--- src/rtl/decoder_scan.sv ---
// Registered 3-to-8 one-hot decoder with a valid/ready direct path and a
// self-timed scan mode that walks the one-hot bit from 0x01 to 0x80.
module decoder_scan #(
  parameter int unsigned SCAN_DIV = 1
) (
  input  logic       clk,
  input  logic       rst_n,
  input  logic       sel,
  input  logic [2:0] binary_in,
  input  logic       in_valid,
  output logic       in_ready,
  input  logic       start,
  output logic [7:0] octal_out,
  output logic       out_valid,
  output logic       busy,
  output logic       done
);

  typedef enum logic {
    IDLE,
    SCAN
  } state_t;

  localparam logic [15:0] DIV_LAST = 16'(SCAN_DIV - 1);

  state_t      state_q, state_d;
  logic [7:0]  octal_q, octal_d;
  logic        out_valid_q, out_valid_d;
  logic        busy_q, busy_d;
  logic        done_q, done_d;
  logic [15:0] div_q, div_d;
  logic [2:0]  idx_q, idx_d;

  always_ff @(posedge clk) begin
    if (!rst_n) begin
      state_q     <= IDLE;
      octal_q     <= '0;
      out_valid_q <= 1'b0;
      busy_q      <= 1'b0;
      done_q      <= 1'b0;
      div_q       <= '0;
      idx_q       <= '0;
    end else begin
      state_q     <= state_d;
      octal_q     <= octal_d;
      out_valid_q <= out_valid_d;
      busy_q      <= busy_d;
      done_q      <= done_d;
      div_q       <= div_d;
      idx_q       <= idx_d;
    end
  end

  always_comb begin
    state_d     = state_q;
    octal_d     = octal_q;
    out_valid_d = 1'b0;
    busy_d      = busy_q;
    done_d      = 1'b0;
    div_d       = div_q;
    idx_d       = idx_q;
    case (state_q)
      IDLE: begin
        if (sel) begin
          if (start) begin
            state_d     = SCAN;
            idx_d       = '0;
            div_d       = '0;
            octal_d     = 8'h01;
            out_valid_d = 1'b1;
            busy_d      = 1'b1;
          end
        end else if (in_valid) begin
          octal_d     = 8'h01 << binary_in;
          out_valid_d = 1'b1;
        end
      end
      SCAN: begin
        // Each code is held for SCAN_DIV cycles; the last expiry ends the scan.
        if (div_q == DIV_LAST) begin
          div_d = '0;
          if (idx_q == 3'd7) begin
            state_d = IDLE;
            octal_d = '0;
            busy_d  = 1'b0;
            done_d  = 1'b1;
          end else begin
            idx_d       = idx_q + 3'd1;
            octal_d     = {octal_q[6:0], 1'b0};
            out_valid_d = 1'b1;
          end
        end else begin
          div_d = div_q + 16'd1;
        end
      end
    endcase
  end

  assign in_ready  = (state_q == IDLE) && !sel;
  assign octal_out = octal_q;
  assign out_valid = out_valid_q;
  assign busy      = busy_q;
  assign done      = done_q;

endmodule
--- config.mk ---
export PLATFORM = sky130hd
export DESIGN_NAME = decoder_scan
export DESIGN_NICKNAME = d
export VERILOG_FILES = /design/src/rtl/decoder_scan.sv
export SDC_FILE = /design/constraint.sdc
export NUM_CORES = 1
export LEC_CHECK = 0
export CORE_AREA = 8 8 62 64
export CTS_CLUSTER_SIZE = 8
export DETAILED_ROUTE_END_ITERATION = 10
export DIE_AREA = 0 0 70 72
export PLACE_DENSITY = 0.91
export SETUP_SLACK_MARGIN = 0.15
export SLEW_MARGIN = 10
export SYNTH_ARGS = -nofsm -noshare
export SYNTH_HDL_FRONTEND = slang
export SYNTH_SLANG_ARGS = --single-unit
--- constraint.sdc ---
create_clock -name clk -period 3.05 [get_ports clk]
set_input_delay 0.61 -clock clk [delete_from_list [all_inputs] [get_ports clk]]
set_output_delay 0.61 -clock clk [all_outputs]
set_load 0.01 [all_outputs]
* After elaboration in Yosys (flattened, before gate mapping) *
Index checks and enable logic that the tools add are counted.
W data, S select, Z words.

storage, ports and cells
  register bits = 31
  output and inout port bits = 12
  word-level logic and storage cells = 57

cells by class
  $add $sub $neg = 2
  equality and inequality tests = 8
  shift operators = 1
  multiplexer cells = 30
  bitwise operators = 1
  reduce and logical (&&, ||, !) cells = 8

operators with widths
  cell                     count
  $mux W16                 3
  $mux W8                  5
  $pmux W16 S2             1
  $add A16 B1 Y16 const B  1
  $logic_not A16 Y1        1
  $pmux W8 S2              1
  $mux W1                  12
  $mux W3                  4
  $reduce_and A4 Y1        2
  $shl A1 B3 Y8 const A    1
  $ne A2 B2 Y1 const B     3
  $ne A3 B3 Y1 const B     2
  $pmux W1 S2              3
  $pmux W3 S2              1
  $reduce_and A3 Y1        2
  $ne A2 B1 Y1 const B     2
  $add A3 B1 Y3 const B    1
  $eq A3 B3 Y1 const B     1
  $reduce_and A2 Y1        1
  $logic_and A1 B1 Y1      1
  $logic_not A1 Y1         1
  $not A1 Y1               1

* Longest topological paths before layout *
  depth after elaboration = 4
  mapped depth = 9

* Worst setup path before layout *
No wires, ideal clock.

  path kind = register to register
  start point = register div_q[0]
  end point = register div_q[2]
  library setup time = 0.128 ns
  arrival time = 1.700 ns
  path slack = 1.222 ns
  cell stages (with the launch flop) = 10
  path buffers = 2
  period minus slack after synthesis = 1.828 ns
  path through = dfxtp_1 > inv_1 > ha_1 > nor4b_1 > nand4_2 > and3_1 > buf_2 > buf_6 > a21oi_1 > a31oi_1

on the way
  word-level cells in the longest chain between the ends = 3
  elaborated cells on any way between the ends = 4
  those cells by class = 1 x add/sub; 2 x mux; 1 x reduce/logical

RTL lines
  item                                                         RTL line  RTL
  start, declared                                              31        logic [15:0] div_q, div_d;
  start signal, assigned                                       49        div_q <= div_d;
  $add A16 B1 Y16 / $logic_not A16 Y1 (equally long branches)  93, 80
  $mux W16 *                                                   80        if (div_q == DIV_LAST) begin
  $pmux W16 S2 *                                               62        case (state_q)

Mark *: on every way between the ends. The rest lies on a longest branch, timed or not.
A chain may end at the register's enable or synchronous reset.

* Final worst setup path *
  start point = input sel
  end point = output in_ready

on the way
  word-level cells in the longest chain between the ends = 2

RTL lines
  item                 RTL line  RTL
  start, declared      8         input logic sel,
  $logic_not A1 Y1     99        assign in_ready = (state_q == IDLE) && !sel;
  $logic_and A1 B1 Y1  99
  end, declared        11        output logic in_ready,

No other way between the ends.

==> results.ini <==
[floorplanning]
die-height_um=72
core-area_um2=2900
start_util_pct=54.2
ioPinCount=20
rows=20
die_area_um2=5040
die_width_um=70

[synth]
synth_cell_types=38
yosysWarnings=0
synth_area_per_cell_um2=8.37
synth_cells=188
synth_area_leaders=dfxtp_1 (39%), nand2_1 (5.3%), o211a_1 (4.5%), a21oi_1 (4.1%), nand3_1 (4.1%)
netlist.top_cell.by_area=dfxtp_1
synth_fp_nets=200
synth_area_um2=1570
synth-seq-cells=31
synth_top_area_share_pct=39.5
ys_seq_area_share_pct=39.5

[power]
power_mw=0.823
ir_drop_mv=0.415
cellLeakagePower_nw=0.752
powerDensity_nw_per_um2=446

[critical_path]
rrSetupSlack_ns=0.80
slowest_delay_ns=0.57
cp.arrival_ns=1.85
startpoint=sel
crit_path_max_fanout=6
crit_buf_inv=2
crit_cells=3
cp-start-kind=input pin
r2r_cells=7
cp_common_cell=clkdlybuf4s50_1
crit_required_ns=2.44
slowest_stage=clkdlybuf4s50_1
cp-endpoint=in_ready
crit_chain=clkdlybuf4s50_1 > nor2_1 > clkdlybuf4s50_1
r2r_end=octal_out[3]$_SDFFE_PN0P_
criticalPathCategory=input pin to output port
critPathTopFamily=buffers and inverters
rr_startpoint=div_q[0]$_SDFFE_PN0P_
cp-end-kind=output port

[clocking]
cts_tree=yes
cts_hold_buf=0
clkLatencyLatePin_ns=0.34
clk_transition_reported_paths_ns=0.10
cts_buffers=5
clockRootBuffer=clkbuf_4
cts_sinks=31
cts_setup_buffers=0
clockBufferDepth=2
cts_htree_levels=2
cts-resized-gates=0

[sta]
holdWs_ns=0.493
max_freq_mhz=406
setup_tns_ns=0
worst_pin_slew_ns=0.594
min_period_ns=2.46
hold_violations=0
fin_crit_sh_pct=80.8
max_slew_margin_pct=60.4
finClkSkew_ns=0.0106
slew_viol_final=0
rsz0062_at_grt=no
setup_viol=0

[route]
ant_nets=0
drtIter0Drc=120
viasPerCell=6.05
routed_wl_mm=3.50
first_pass_iters=4
wl_per_cell_um=14.4
route.detailed.drc=0
num_vias=1470

[layout]
nNetsFinal=221
final_common_cell=dfxtp_1
final_cell_mix=dfxtp_1 (31), nand2_1 (22), clkdlybuf4s50_1 (19)
n_antenna_cell=0
syn2layout_area_growth_pct=17.5
final_util_pct=63.7
drive_above_1_share_pct=5.24

[global_routing]
grt_antenna_before_repair=0
grt_max_degree=20
grt_pass1_wl_mm=6.02
gr-total-overflow=0
grtUsageTotal_pct=14.4
first_global_vias=1413

[place]
dp_hpwl_mm=2.43
io_buffers=19
gp_congestion=0.851

[status]
status=finished, final reports clean

[min_path]
min_path_type=flop to flop
hold_start=div_q[15]$_SDFFE_PN0P_

[flow_run]
maxCapViolations=0

metal layers:
layer,track usage [%],share of wire [%],vias to the layer above
met5,0,0,-
met4,8.93,1.5,0
met3,4.91,5.7,8
met2,23.8,47,35
met1,15.7,46,692
li1,-,-,735
flip-flops by register name, summed over array words and instances (netlist names):
| register | count |
|---|---|
| done | 1 |
| octal_out | 8 |
| idx_q | 3 |
| state_q | 1 |
| busy | 1 |
| out_valid | 1 |
| div_q | 16 |
per-stage QoR:
step                area [um^2]  cells  setup WS, ns
global route               1850    243         0.470
floorplan                  1570    188          1.22
finish                     1850    243         0.587
detailed placement         1780    235         0.588
global placement           1780    235         0.622
CTS                        1850    243         0.584
area by class of cell:
class / count / area (um^2)
Timing Repair Buffer: 20 / 198
Fill cell: 248 / 1050
Inverter: 8 / 30.0
Tap cell: 33 / 41.3
Clock buffer: 8 / 68.8
Multi-Input combinational cell: 143 / 890
Sequential cell: 31 / 621
logic make-up after synthesis:
family          after synthesis  synth area share, %
compound gates               56                 25.2
xor+xnor                      2                 1.11
fa+ha+maj                     4                 3.18
buf+inv                      14                 3.98
flops                        31                 39.5
mux                           1                0.636
simple gates                 80                 26.4
power by group:
part           internal, mW  switching [mW]
Clock                 0.136           0.146
Combinational        0.0541          0.0560
Sequential            0.419          0.0126
Total                 0.609           0.215
worst register-to-register path: stages, from the launching register on:
cell and delay [ns]:
dfxtp_1 0.38, inv_1 0.08, ha_1 0.14, nor4b_1 0.29
nand4_2 0.29, o21bai_2 0.53, o311ai_0 0.25, o211a_1 0.18
cell usage after synthesis:
master    count
a31oi_1       5
and3_1        6
nor3b_1       2
nand3_1      13
nor4b_1       1
nand2_1      22
a22o_1        2
o211a_1       7
buf_6         1
a21oi_1      13
nor4_1        6
o211ai_1      1
o21bai_2      1
a21boi_0      2
buf_2         2
o21a_1        4
nor3_1        4
inv_1         8
o311ai_0      1
o41ai_1       1
a32oi_1       6
nor2_1        9
dfxtp_1      31
clkbuf_1      3
a21o_1        3
nand2b_1      6
o21ai_0       8
nand4_2       1
nand3b_1      1
or3_1         1
mux2i_1       1
o22ai_1       1
a21bo_2       1
and2_1        4
xnor2_1       2
ha_1          4
nor2b_1       3
or4_1         1
how the worst min path moves through the flow:
stage               cells past startpoint  slack, ns                     end
floorplan                               1       0.44  div_q[15]$_SDFFE_PN0P_
global placement                        1       0.46  div_q[15]$_SDFFE_PN0P_
detailed placement                      1       0.47  div_q[15]$_SDFFE_PN0P_
CTS                                     1       0.49  div_q[15]$_SDFFE_PN0P_
global route                            1       0.50  div_q[15]$_SDFFE_PN0P_
finish                                  1       0.49  div_q[15]$_SDFFE_PN0P_
Note: power is estimated with default switching activity, not from simulation.
